$ cat src/rtl/alu_mc_core.sv
// Multi-cycle ALU: single-cycle logic/shift/compare ops plus an iterative unsigned
// restoring divider. Results and flags are held in an output register with valid/ready.
module alu_mc_core #(
  parameter int WIDTH = 16,
  parameter int SHW   = $clog2(WIDTH)
) (
  input  logic             clk,
  input  logic             rst_n,
  input  logic             in_valid,
  output logic             in_ready,
  input  logic [3:0]       opcode,
  input  logic [WIDTH-1:0] input1,
  input  logic [WIDTH-1:0] input2,
  input  logic [SHW-1:0]   shiftValue,
  output logic             out_valid,
  input  logic             out_ready,
  output logic [WIDTH-1:0] result,
  output logic             carryFlag,
  output logic             zeroFlag,
  output logic             overFlowFlag,
  output logic             signFlag,
  output logic             busy
);
  // Handshake: a request is accepted on any rising edge where in_valid & in_ready;
  // a result is consumed on any rising edge where out_valid & out_ready.
  localparam logic [3:0] OP_DIV = 4'd0, OP_SRA = 4'd1, OP_ROR = 4'd2, OP_ROL = 4'd3,
                         OP_SGT = 4'd4, OP_OR = 4'd5, OP_AND = 4'd6, OP_MAX = 4'd7,
                         OP_SLT = 4'd8, OP_SGE = 4'd9, OP_NAND = 4'd10, OP_SLL = 4'd11;
  localparam int CW = $clog2(WIDTH);

  typedef enum logic [0:0] {IDLE, DIV_RUN} state_t;
  state_t state_q, state_d;

  logic [CW-1:0]    cnt_q;
  logic [WIDTH-1:0] quo_q, rem_q, dvs_q;
  logic             accept, div_start, div_last, wr_en;
  logic [WIDTH:0]   shifted, trial;
  logic             take;
  logic [WIDTH-1:0] rem_next, quo_next;
  logic [WIDTH-1:0] op_res, wr_res;
  logic             op_c, op_o, wr_c, wr_o;
  logic signed [WIDTH:0] sra_ext;
  logic [WIDTH:0]   sll_ext;
  logic [SHW-1:0]   rot;

  assign in_ready  = (state_q == IDLE) & (~out_valid | out_ready);
  assign busy      = (state_q == DIV_RUN);
  assign accept    = in_valid & in_ready;
  assign div_start = accept & (opcode == OP_DIV) & (input2 != '0);
  assign div_last  = (state_q == DIV_RUN) & (cnt_q == CW'(WIDTH - 1));
  assign wr_en     = (accept & ~div_start) | div_last;

  always_comb begin
    state_d = state_q;
    case (state_q)
      IDLE:    if (div_start) state_d = DIV_RUN;
      DIV_RUN: if (div_last)  state_d = IDLE;
      default: state_d = IDLE;
    endcase
  end

  always_ff @(posedge clk or negedge rst_n) begin
    if (!rst_n) state_q <= IDLE;
    else        state_q <= state_d;
  end

  // One restoring step: remainder stays below the divisor, so bit WIDTH of trial is the borrow.
  always_comb begin
    shifted  = {rem_q, quo_q[WIDTH-1]};
    trial    = shifted - {1'b0, dvs_q};
    take     = ~trial[WIDTH];
    rem_next = take ? trial[WIDTH-1:0] : shifted[WIDTH-1:0];
    quo_next = {quo_q[WIDTH-2:0], take};
  end

  always_comb begin
    // Extra bit beside the operand catches the last bit shifted out.
    sra_ext = $signed({input1, 1'b0}) >>> shiftValue;
    sll_ext = {1'b0, input1} << shiftValue;
    rot     = SHW'(shiftValue % WIDTH);
    op_res  = '0;
    op_c    = 1'b0;
    op_o    = 1'b0;
    case (opcode)
      OP_DIV:  op_o = 1'b1;
      OP_SRA:  begin op_res = sra_ext[WIDTH:1]; op_c = sra_ext[0]; end
      OP_SLL:  begin op_res = sll_ext[WIDTH-1:0]; op_c = sll_ext[WIDTH]; end
      OP_ROL:  begin
        op_res = (input1 << rot) | (input1 >> (WIDTH - int'(rot)));
        op_c   = (shiftValue != '0) & op_res[0];
      end
      OP_ROR:  begin
        op_res = (input1 >> rot) | (input1 << (WIDTH - int'(rot)));
        op_c   = (shiftValue != '0) & op_res[WIDTH-1];
      end
      OP_SGT:  op_res = WIDTH'($signed(input1) >  $signed(input2));
      OP_SLT:  op_res = WIDTH'($signed(input1) <  $signed(input2));
      OP_SGE:  op_res = WIDTH'($signed(input1) >= $signed(input2));
      OP_OR:   op_res = input1 | input2;
      OP_AND:  op_res = input1 & input2;
      OP_NAND: op_res = ~(input1 & input2);
      OP_MAX:  op_res = (input1 > input2) ? input1 : input2;
      default: op_res = '0;
    endcase
    wr_res = div_last ? quo_next : op_res;
    wr_c   = div_last ? 1'b0 : op_c;
    wr_o   = div_last ? 1'b0 : op_o;
  end

  always_ff @(posedge clk or negedge rst_n) begin
    if (!rst_n) begin
      cnt_q        <= '0;
      quo_q        <= '0;
      rem_q        <= '0;
      dvs_q        <= '0;
      out_valid    <= 1'b0;
      result       <= '0;
      carryFlag    <= 1'b0;
      zeroFlag     <= 1'b0;
      overFlowFlag <= 1'b0;
      signFlag     <= 1'b0;
    end else begin
      if (div_start) begin
        cnt_q <= '0;
        quo_q <= input1;
        rem_q <= '0;
        dvs_q <= input2;
      end else if (state_q == DIV_RUN) begin
        cnt_q <= cnt_q + CW'(1);
        quo_q <= quo_next;
        rem_q <= rem_next;
      end
      if (wr_en) begin
        out_valid    <= 1'b1;
        result       <= wr_res;
        carryFlag    <= wr_c;
        zeroFlag     <= (wr_res == '0);
        overFlowFlag <= wr_o;
        signFlag     <= wr_res[WIDTH-1];
      end else if (out_ready) begin
        out_valid <= 1'b0;
      end
    end
  end
endmodule

$ cat config.mk
export PLATFORM = sky130hd
export DESIGN_NAME = alu_mc_core
export DESIGN_NICKNAME = d
export VERILOG_FILES = /design/src/rtl/alu_mc_core.sv
export SDC_FILE = /design/constraint.sdc
export NUM_CORES = 1
export LEC_CHECK = 0
export ABC_CLOCK_PERIOD_IN_PS = 8700
export BUFFER_PORTS_ARGS = -buffer_cell sky130_fd_sc_hd__buf_2
export CAP_MARGIN = 20
export CORE_UTILIZATION = 30
export CTS_CLUSTER_DIAMETER = 60
export DETAILED_ROUTE_END_ITERATION = 8
export PLACE_DENSITY = 0.51
export SYNTH_ARGS = -nofsm -noshare
export SYNTH_HDL_FRONTEND = slang
export SYNTH_SLANG_ARGS = --single-unit
export TNS_END_PERCENT = 5
$ cat constraint.sdc
create_clock -name clk -period 8.7 [get_ports clk]
set_input_delay 0.435 -clock clk [delete_from_list [all_inputs] [get_ports clk]]
set_output_delay 0.435 -clock clk [all_outputs]
set_load 0.02 [all_outputs]
==> Yosys cells after proc, flatten, opt, wreduce, memory -nomap -nowiden <==
Cells that the tools add are included.
{ "classes": {"n_addsub": 3, "n_mul": 0, "div_mod_pow": 0, "magnitude_cmp": 4, "eq_ne": 12, "n_shift": 6, "n_mux": 19, "bitwise": 19, "n_reduce_logical": 6} }
{ "op_table": {"columns": ["op", "n"], "rows": [
  ["one-hot mux 16 bit (11 select lines)", 1],
  ["two-way mux 16 bit", 7],
  ["bitwise OR 16 bit", 3],
  ["greater-than comparator 16 bit", 2],
  ["<< shifter 16 x 32 -> 16 bit", 1],
  ["right shift 16 x 32 -> 16 bit", 1],
  ["== test 4 bit (second input constant)", 5],
  ["<< shifter 16 x 4 -> 17 bit", 1],
  [">>> shifter 17 x 4 -> 17 bit", 1],
  ["subtractor 17 x 16 -> 17 bit", 1],
  ["bitwise AND 16 bit", 1],
  ["== test 4 x 3 -> 1 bit (second input constant)", 4],
  [">= comparator 16 bit", 1],
  ["zero test 16 bit", 1],
  ["< comparator 16 bit", 1],
  ["inverter 16 bit", 1],
  ["nonzero test 16 bit", 1],
  ["<< shifter 16 x 4 -> 16 bit", 1],
  ["right shift 16 x 4 -> 16 bit", 1],
  ["bitwise AND 1 bit", 8],
  ["== test 4 x 2 -> 1 bit (second input constant)", 2],
  ["two-way mux 4 bit", 2],
  ["two-way mux 1 bit", 7],
  ["subtractor 5 x 4 -> 6 bit (first input constant)", 1],
  ["9 further kinds", 14]
]} }
{ "word_totals": {"register_bits": 74, "latchBits": 0, "ram_bits": 0, "rom_bits": 0, "in_bits": 44, "out_inout_bits": 23, "elab_cells": 80, "mem_count": 0} }

==> Depth between registers and ports, before layout <==
Gate-level depths: netlist of the first run.
{ "logic_depth": {"depth_word": 10, "mapped_depth": 18, "ltp_nobuf": 13} }

==> Worst setup path after synthesis of the first run <==
OpenSTA, ideal clock, no wires.
{ "synth_timing": {"path_type": "input port to flip-flop", "startpoint": "input port shiftValue[1]", "endpoint": "register zeroFlag", "setup_ns": 0.069, "t_arrival_ns": 3.491, "t_required_ns": 8.631, "setup_slack_ns": 5.140, "stages": 15, "n_path_buf": 3, "cell_sequence": "buf_2 -> clkinv_1 -> buf_2 -> buf_2 -> ha_1 -> xnor2_1 -> mux2i_1 -> mux2i_1 -> and2_0 -> o31ai_1 -> o2111ai_1 -> o21ai_1 -> nand4_1 -> a211oi_2 -> a32o_1"} }
{ "synth_between": {"elab_chain_len": 6, "elab_cells_between_ends": 12, "cone_classes": "add/sub: 1; shift: 6; mux: 2; bitwise: 2; reduce/logical: 1"} }
{ "synth_rtl": {"columns": ["element", "line_no", "source"], "rows": [
  ["from (decl)", "14", "input logic [SHW-1:0] shiftValue,"],
  ["subtractor 5 x 4 -> 6 bit", "89, 93", null],
  ["<< shifter 16 x 32 -> 16 bit / right shift 16 x 32 -> 16 bit (equally long branches)", "93, 89", null],
  ["bitwise OR 16 bit, on equally long branches", "93, 89", null],
  ["one-hot mux 16 bit (11 select lines) (*)", "84", "case (opcode)"],
  ["two-way mux 16 bit (*)", "105", "wr_res = div_last ? quo_next : op_res;"],
  ["zero test 16 bit (*)", "137", "zeroFlag <= (wr_res == '0);"],
  ["to (signal assigned)", "137", null],
  ["to (decl)", "19", "output logic zeroFlag,"]
]} }
Every way passes the cells marked *; elsewhere a longest branch is shown, timed or not.
A chain may end at the register's enable or synchronous reset.

==> Final worst setup path of the first run <==
Same ends and word-level chain as after synthesis.

==> results of run 1 <==
logic make-up after synthesis:
logic type / Yosys count / synth area share [%]
and+or+nand+nor: 402 / 21.1
AOI/OAI and AO/OA: 319 / 24.0
buffers and inverters: 135 / 7.10
muxes: 105 / 15.1
DFF: 73 / 21.0
adders and majority gates: 67 / 9.72
xor gates and xnor gates: 18 / 1.98
stage by stage:
stage | util (%) | hold WS, ns | instance area [µm²] | instances | power [mW]
floorplan | - | 0.139 | 8700 | 1119 | 1.63
global placement | 32.8 | 0.460 | 9230 | 1503 | 1.99
detailed placement | 32.8 | 0.468 | 9230 | 1503 | 2.00
CTS | 33.8 | 0.277 | 9520 | 1519 | 2.37
global route | 33.8 | 0.322 | 9530 | 1520 | 2.56
finish | 33.8 | 0.233 | 9530 | 1520 | 2.37
placed cells by master (no fill, tap or decap), types with 7 or more instances in the layout:
cell type,Yosys,routed
nand2_1,183,183
o21ai_0,93,93
nor2_1,91,90
dfrtp_1,73,72
ha_1,66,66
a21oi_1,65,65
buf_2,14,65
mux2i_1,62,62
inv_1,61,61
nand3_1,31,31
a22oi_1,23,23
mux4_2,18,18
mux2_2,17,17
nand4_1,15,15
nor2b_1,14,14
o22ai_1,14,14
buf_4,3,14
o211ai_1,13,13
nor3_1,13,13
xnor2_1,12,12
nand2b_1,11,11
a211oi_1,11,11
nor4_1,10,10
a31oi_1,11,10
o221ai_1,9,9
o21ai_1,9,9
clkbuf_16,0,9
and3_1,7,7
a21o_1,7,7
a22o_1,7,7
worst reg2reg max path: cells and delay by family, from the launching register on:
| family | cells | cell delay [ns] |
|---|---|---|
| AOI/OAI and AO/OA | 4 | 1.27 |
| xor gates and xnor gates | 1 | 0.13 |
| adders and majority gates | 2 | 0.40 |
| buffers and inverters | 2 | 0.38 |
| DFF | 1 | 0.38 |
| muxes | 1 | 0.39 |
| and+or+nand+nor | 4 | 0.51 |
final timing paths:
check	to	start	slack (ns)
worst max-delay path	zeroFlag$_DFFE_PN0P_	shiftValue[1]	3.41
worst min-delay path	rem_q[10]$_DFFE_PN0P_	rst_n	0.23
worst max register to register	rem_q[3]$_DFFE_PN0P_	quo_q[15]$_DFFE_PN0P_	5.12
worst min register to register	result[10]$_DFFE_PN0P_	result[10]$_DFFE_PN0P_	0.47
max in group asynchronous	busy$_DFF_PN0_	rst_n	7.77
min in group clk	dvs_q[7]$_DFFE_PN0P_	input2[7]	0.36
layer usage:
metal,track usage [%],up-vias,wire length (µm)
li1,-,4100,-
met1,34.3,4346,16600
met2,38.6,350,16200
met3,4.03,78,2240
met4,10.3,2,1440
met5,0,-,11
cells in the mapped netlist (5+ instances only):
library cell,instances
nand2b_1,11
buf_6,8
o22ai_1,14
a31oi_1,11
ha_1,66
a32o_1,6
and3_1,7
clkbuf_1,36
a22o_1,7
nor2_1,91
a211oi_1,11
nand3_1,31
nand4_1,15
o221ai_1,9
xnor2_1,12
o2111ai_1,5
o211ai_1,13
nor3_1,13
mux4_2,18
mux2i_1,62
o21ai_0,93
nand2_1,183
a221oi_1,6
inv_1,61
mux2_2,17
o21ai_1,9
buf_1,10
nor4_1,10
a22oi_1,23
buf_2,14
a21oi_1,65
dfrtp_1,73
mux2_1,5
a21o_1,7
nor2b_1,14
sequential cells by signal (all words and copies together) (netlist names):
register and count:
result 16, busy 1, overFlowFlag 1, cnt_q 4
quo_q 16, dvs_q 16, zeroFlag 1, out_valid 1
rem_q 16, carryFlag 1
power breakdown:
part	internal [mW]	total (mW)	switching [mW]
combinational	0.573	1.41	0.836
clock	0.209	0.359	0.150
sequential	0.496	0.601	0.105
cell type report:
cell class	count	area, µm²	share of cell area, %
Multi-Input combinational cell	911	6270	65.8
Clock inverter	4	28.8	0.302
Inverter	62	233	2.44
Timing Repair Buffer	80	442	4.63
Sequential cell	73	1830	19.2
Tap cell	378	473	4.96
Clock buffer	12	256	2.69
==> metrics.md, run 1 <==
| Metric | Value |
|---|---|
| Outcome | finished, final reports clean |
| Layout cells sized above 1 | 13.8% |
| Most area-hungry cell type in the Yosys netlist | dfrtp_1 |
| Pwr Density | 249 mW/mm² |
| Clk_lat worst skew | 0.35 ns |
| Final setup TNS | 0 ns |
| Sequential cell area fraction in the yosys report | 21.0% |
| Number of clock sinks | 73 |
| Max Clk Rate | 0.189 GHz |
| Tmin final | 5.29 ns |
| Unique masters post-synth | 86 |
| Final Max Slew Viols | 0 |
| Syn Std Cell Area | slightly below 0.009 mm² |
| Slew headroom | 23.1% |
| Total CTS buffers | 9 |
| Post-Place Worst Slack | about 3.1 ns |
| Nets | 1248 |
| Die width | 172 µm |
| Layout area overhead | 9.47% |
| Final hold vios | 0 |
| Slowest-stage cell, CP | ha_1 |
| Post-synthesis sequential element count | 73 |
| Initial antenna violation count | 1 |
| Vias per cell | 5.84 |
| Post-synth ARST share | 100% |
| Antenna viol nets, final | 0 |
| R2R depth | 14 |
| Core ar. | 0.0282 mm² |
| CP delay by family, top | buffers and inverters |
| Crit path cell chain | buf_2, buf_4, clkinv_1, ha_1, inv_1, nand2_1, nor3_1, a221oi_1, o21ai_0, a221oi_1, nand4_1, a41oi_1, nor3b_1, a32o_1 |
| Layout fillers | 3005 |
| Top FF cell, synth | dfrtp_1 |
| Global route total overflow | 0 |
| Maximum buffer depth of the clock tree | 2 |
| Hold WC Path Type | input pin to async pin |
| DRC viols | 0 |
| Ports | 67 |
| DR pass1 iterations | 6 |
| CP Depth | 14 |
| Die area | a little under 0.03 mm² |
| Syn_area_per_cell | 7.78 µm² |
| Initial Util | between 30% and 40% |
| Cell mode on critical path | a221oi_1 |
| Root buf cell | clkbuf_16 |
| # diodes | 0 |
| Reg clk slew, reported paths | 0.06 ns |
| Port bufs | 66 |
| Max_cap viols | 0 |
| WP data required | 8.99 ns |
| Global Route Usage Sum | 25.0% |
| Yosys Warn Count | 0 |
| Bufs and invs on worst path | 4 |
| Via count | between 8000 and 9000 |
| Kind of critical path | input pin to flop |
| Synthesized Nets | around 1200 |
| Worst-path fanout max | 39 |
| Leakage power | 4.24 nW |
| DRT iter0 DRCs | between 900 and 1000 |
| Top cells by area, synth | dfrtp_1 (21%), ha_1 (9.5%), nand2_1 (7.9%) |
| CP Launch Type | input pin |
| # hold bufs at CTS | 0 |
| DIE HEIGHT | approximately 170 µm |
| Clock skew | between 0.006 and 0.007 ns |
| First-pass GRT wire length | 54.4 mm |
| Routed length per instance | 24.0 µm |
| CTS tree | built |
| Setup slack after layout | 3.41 ns |
| # setup viols final | 0 |
| Post-CTS setup buffers | 0 |
| Routed WL | 36.5 mm |
| Vias in the first global route | 8317 |
| H-tree depth | 3 |
| Max VDD drop | ~120 µV |
| CP peak stage delay | 1.22 ns |
| Syn Inst Count | 1119 |
| RSZ-0062 raised after global routing | no |
| Fin crit share | roughly 61% |
| Worst path arrival time | ~5.6 ns |
| Worst-Margin Slew | 1.15 ns |
| Setup crit end kind | flop |
| RD Place Congestion | 0.992 |
| Post-synth EDFFs | 0 |
| Core Rows | 61 |
| Pin count of the biggest net entering global routing | between 70 and 80 |
| PostCTS Resize Cnt | 0 |
| Top cell type's share of synthesized area | a little over a fifth |
| Post-DP HPWL | 27.6 mm |
No activity file was read; power rests on OpenSTA's default activity.
==> run 2, diff against run 1 <==
Settings changed: ABC_CLOCK_PERIOD_IN_PS 8700 to 5150.
Clock period 8.7 ns to 5.15 ns, I/O delays scaled along.
==> run 2 against run 1 <==
  * Setup slack lost 2.1 ns
  * Routed wire length shrank 0.39%
  * Via count grew 2.8%
  * Final area grew 0.74%
  * First-iteration DRC count grew 32%
  * Cell count grew 0.53%
  * Register-to-register slack lost 3.9 ns
  * Clock skew is essentially flat
  * Sequential power grew 68%
  * Critical endpoint is now rem_q[14]$_DFFE_PN0P_
==> metrics.md, run 2 (synthesis gave the netlist of run 1 again) <==
| Metric | Value |
|---|---|
| Fin crit share | 75.5% |
| Switch Pwr | 1.85 mW |
| Routed WL | 36.3 mm |
| Layout cells sized above 1 | 14.5% |
| CP Depth | 14 |
| CP peak stage delay | 0.82 ns |
| # setup viols final | 0 |
| R2R depth | 14 |
| Hold WC Path Type | input pin to async pin |
| Vias in the first global route | ~8500 |
| Initial Util | 30.9% |
| Met1 Use GR | 35.1% |
| Max VDD drop | 247 µV |
| Clk pwr share | 15.6% |
| Final hold vios | 0 |
| Overall Power | 4.05 mW |
| Global Route Usage Sum | about a quarter |
| WP data required | 5.34 ns |
| RSZ-0062 raised after global routing | no |
| Max Clk Rate | 0.257 GHz |
| # diodes | 0 |
| Via count | 9121 |
| Most frequent cells in the layout | nand2_1 (183), o21ai_0 (93), nor2_1 (90), dfrtp_1 (72), ha_1 (66) |
| RD Place Congestion | ~1.0 |
| # hold bufs at CTS | 0 |
| Clock skew | 0.00648 ns |
| Placed Cells | 1511 |
| Root buf cell | clkbuf_16 |
| Number of clock sinks | 73 |
| Routed length per instance | 23.8 µm |
| Tmin final | 3.89 ns |
| Final setup TNS | 0 ns |
| Slew headroom | between 20 and 25% |
| Setup slack after layout | 1.26 ns |
| First-pass GRT wire length | 54.7 mm |
| H-tree depth | 3 |
| Port bufs | 66 |
| M2 GR Usage | 37.7% |
| CP Launch Type | flop |
| Layout Cells excl Fill | 1528 |
| Setup crit end kind | flop |
| Die width | between 150 and 200 µm |
| CP delay by family, top | compound AO/OA/AOI/OAI gates |
| Core ar. | 0.0282 mm² |
| Worst-path fanout max | 14 |
| Final instance area | 0.00960 mm² |
| Layout area overhead | 10.3% |
| Nets | about 1300 |
| Kind of critical path | flop to flop |
| Clk_lat worst skew | 0.34 ns |
| Pwr Density | around 420 mW/mm² |
| Hold WS | 0.0657 ns |
| Leakage power | 4.29 nW |
| Reg power frac | between 20% and 30% |
| Pin count of the biggest net entering global routing | 74 |
| Slowest-stage cell, CP | xor2_2 |
| Fin util | 34.1% |
| Worst path arrival time | between 4 and 5 ns |
| Worst-Margin Slew | between 1 and 1.5 ns |
| Combinational Power Share | 59.3% |
| Die area | 0.0297 mm² |
| Initial antenna violation count | 0 |
| Maximum buffer depth of the clock tree | 2 |
| Layout fillers | 3002 |
| Crit path cell chain | inv_1, ha_1, fa_1, nor2b_1, o31ai_1, nand2_1, a221o_1, nand4_1, nand4b_1, a21o_1, xor2_2, buf_4, mux2i_1, mux2i_1 |
| Most used routing layer | met2 |
| Power Internal | 2.20 mW |
| DR pass1 iterations | 8 |
| Post-CTS setup buffers | 0 |
| Outcome | finished, final reports clean |
| DRT iter0 DRCs | 1193 |
| PostCTS Resize Cnt | 0 |
| Antenna viol nets, final | 0 |
| Final Max Slew Viols | 0 |
| Total CTS buffers | 9 |
| Post-DP HPWL | 26.7 mm |
| Cell mode on critical path | mux2i_1 |
| Area of the multi-input gates | 0.00627 mm² |
| Global route total overflow | 0 |
| Vias per cell | roughly 6.0 |
| Commonest non-fill, non-tap cell in the layout | nand2_1 |
| Reg clk slew, reported paths | 0.06 ns |
| Reg area | 0.00183 mm² |
| Ports | 67 |
| DIE HEIGHT | 172 µm |
| Bufs and invs on worst path | 2 |
| Global Route met3 Usage | 3.80% |
| Post-Place Worst Slack | 1.14 ns |
| Switching share of power | 45.6% |
| Max_cap viols | 0 |
| Core Rows | 61 |
| DP Area | 0.00929 mm² |
| DRC viols | 0 |
| CTS tree | built |
## run 2: cell types whose count changed in the layout (fill, tap and decap cells not counted)
cell and delta:
clkinv_2 +2, buf_4 +8, inv_6 +1, clkinvlp_4 -1, bufinv_16 +1, clkbuf_1 -1
clkbuf_8 -2
## run 2: final cells by class
cell class	instances	area share [%]
multi-input combinational	911	65.3
sequential	73	19.0
timing repair buffer	88	5.23
tap	378	4.93
inverter	62	2.42
clock buffer	9	2.35
clock inverter	7	0.730
## run 2: path summary, 6_finish.rpt
path	from	to	slack, ns
max in group asynchronous	rst_n	busy$_DFF_PN0_	4.37
max reg2reg	quo_q[15]$_DFFE_PN0P_	rem_q[14]$_DFFE_PN0P_	1.26
min	rst_n	rem_q[15]$_DFFE_PN0P_	0.07
min in group clk	out_ready	out_valid$_DFFE_PN0P_	0.21
max	quo_q[15]$_DFFE_PN0P_	rem_q[14]$_DFFE_PN0P_	1.26
min reg2reg	result[4]$_DFFE_PN0P_	result[4]$_DFFE_PN0P_	0.48
## run 2: power groups by stage
stage,combinational [mW],sequential (mW),clock (mW)
2_1_floorplan,1.70,1.06,0
3_3_place_gp,2.36,1.01,0
3_5_place_dp,2.37,1.02,0
4_1_cts,2.39,1.01,0.645
5_1_grt,2.64,1.05,0.667
6_report,2.40,1.01,0.632
## run 2: routing by layer
layer / up-vias / share of wire, %
met5: - / 0
met4: 0 / 3.8
met3: 96 / 8.2
met2: 482 / 43
met1: 4434 / 45
li1: 4109 / -
==> run 3, diff against run 2 <==
Settings changed: ABC_CLOCK_PERIOD_IN_PS 5150 to 3200, PLACE_DENSITY 0.51 to 0.52.
Clock period 5.15 ns to 3.2 ns, I/O delays scaled along.
==> run 3 against run 2 <==
  * Flip-flop and latch count is the same
  * Fmax grew 28%
  * Via count grew 4.1%
  * Hold slack lost 0.11 ns
  * Combinational power grew 88%
  * The flow now finishes with violations (negative hold slack)
  * Sequential share of layout area shrank 2.0 points
  * Routed wire length grew 5.2%
  * Clock-buffer cell count grew 1
  * Non-clock buffer count grew 122
  * Clock power grew 85%
  * Critical endpoint is now rem_q[3]$_DFFE_PN0P_
  * Largest cell class unchanged
  * Sequential power grew 62%
==> metrics.md, run 3 (synthesis gave the netlist of run 1 again) <==
| Metric | Value |
|---|---|
| Initial Util | 30.9% |
| Overall Power | 7.32 mW |
| FF-to-FF Start | rem_q[1]$_DFFE_PN0P_ |
| Layout Cells excl Fill | approximately 1700 |
| Core Rows | 61 |
| Vias in the first global route | 9258 |
| Ports | 67 |
| Routed WL | between 30 and 40 mm |
| Worst path arrival time | about 3.3 ns |
| Global Route Usage Sum | 26.3% |
| WP data required | 3.43 ns |
| Clock skew | 0.0109 ns |
| DRC viols | 0 |
| Final Max Slew Viols | 0 |
| Final setup TNS | 0 ns |
| Vias per cell | between 5 and 6 |
| Fin crit share | 95.0% |
| CP Launch Type | flop |
| Via count | 9497 |
| Setup crit end kind | flop |
| Number of clock sinks | 73 |
| Hold WS | -0.0432 ns |
| Post-DP HPWL | 29.7 mm |
| Port bufs | between 60 and 70 |
| RSZ-0062 raised after global routing | no |
| Initial antenna violation count | 2 |
| Placed Cells | about 1600 |
| Max VDD drop | 409 µV |
| CTS tree | built |
| Layout cells sized above 1 | 23.3% |
| # setup viols final | 0 |
| DIE HEIGHT | 172 µm |
| R2R depth | 12 |
| Fin util | around two fifths |
| Max_cap viols | 0 |
| Commonest non-fill, non-tap cell in the layout | nand2_1 |
| Maximum buffer depth of the clock tree | 2 |
| Outcome | complete, but fails checks |
| Layout fillers | 2942 |
| Leakage power | 4.94 nW |
| Reg clk slew, reported paths | 0.06 ns |
| First-pass GRT wire length | around 57 mm |
| DRT iter0 DRCs | slightly above 900 |
| R2R Path End | rem_q[3]$_DFFE_PN0P_ |
| Tmin final | 3.04 ns |
| Antenna viol nets, final | 0 |
| Area of the multi-input gates | approximately 0.0063 mm² |
| Final hold vios | 38 |
| H-tree depth | 3 |
| Pin count of the biggest net entering global routing | 74 |
| Root buf cell | clkbuf_16 |
| Nets | roughly 1400 |
| Worst-path fanout max | 10 |
| Layout area overhead | 23.5% |
| Max Clk Rate | 0.329 GHz |
| R2R Setup Slk | 0.16 ns |
| Die width | 172 µm |
| Slew headroom | 36.2% |
| Routed length per instance | 23.1 µm |
| Core ar. | 0.0282 mm² |
| Global route total overflow | 0 |
| # hold bufs at CTS | 0 |
| Hold WC Path Type | input pin to async pin |
| Failing checks | negative hold slack |
| RD Place Congestion | about 1.0 |
| Total CTS buffers | 9 |
| Die area | 0.0297 mm² |
| DR pass1 iterations | 5 |
| Worst-Margin Slew | 0.956 ns |
| Kind of critical path | flop to flop |
| Clk_lat worst skew | about 0.34 ns |
| Most frequent cells in the layout | nand2_1 (183), buf_4 (135), o21ai_0 (93), nor2_1 (90), dfrtp_1 (72) |
| Reg area | 0.00183 mm² |
| Pwr Density | between 600 and 700 mW/mm² |
run 3: changes by cell type in the layout (fill, tap and decap cells not counted), sizes merged:
cell    change
clkbuf      +1
buf       +122
clkinv      -3
diode       +2
bufinv      +2
run 3: cell type report:
class	instances	share of cell area [%]
sequential	73	17.0
clock buffer	10	2.13
tap	378	4.40
inverter	62	2.18
timing repair buffer	210	14.3
clock inverter	6	1.07
antenna	2	0.0466
multi-input combinational	911	58.9
run 3: timing repair:
| item | CTS | global route |
|---|---|---|
| buffers inserted | 8 | 1 |
| endpoints found under the setup margin | 10 | 10 |
| pin swaps | 3 | 6 |
| gates resized for setup | 5 | 6 |
run 3: metal layers:
metal	up-vias	track usage [%]	part of all wire, %
li1	4365	-	-
met1	4550	35.1	43
met2	475	40.3	43
met3	107	4.05	7.8
met4	0	14.5	5.9
met5	-	0	0
run 3: critical path: stages, from the launching register on:
cell      delay, ns
dfrtp_1        0.39
ha_1           0.31
nor2b_2        0.18
o31ai_4        0.24
nand2_1        0.13
a221o_1        0.34
nand4_1        0.12
nand4b_1       0.10
a21o_1         0.20
xor2_2         0.22
buf_12         0.18
mux2_1         0.33
a22o_1         0.18
run 3: where the power goes:
part	internal, mW	switching (mW)
sequential	1.35	0.289
clock	0.766	0.409
combinational	2.06	2.45
total	4.17	3.15
run 3: metrics by stage:
stage	hold WS, ns	area [µm²]	worst slack [ns]
2_1_floorplan	-0.136	8710	0.0161
3_3_place_gp	0.369	10300	-0.0409
3_5_place_dp	0.371	10300	-0.116
4_1_cts	0.00262	10700	0.0000913
5_1_grt	0.0273	10700	0.0266
6_report	-0.0432	10700	0.161
run 3: worst max-delay path by stage:
stage,from,to,slack (ns),cells after the start
detailed placement,quo_q[15]$_DFFE_PN0P_,rem_q[8]$_DFFE_PN0P_,-0.12,14
global route,rem_q[1]$_DFFE_PN0P_,rem_q[8]$_DFFE_PN0P_,0.03,12
floorplan,shiftValue[1],zeroFlag$_DFFE_PN0P_,0.02,15
CTS,quo_q[15]$_DFFE_PN0P_,rem_q[3]$_DFFE_PN0P_,0.00009,14
global placement,quo_q[15]$_DFFE_PN0P_,rem_q[8]$_DFFE_PN0P_,-0.04,14
finish,rem_q[1]$_DFFE_PN0P_,rem_q[3]$_DFFE_PN0P_,0.16,12
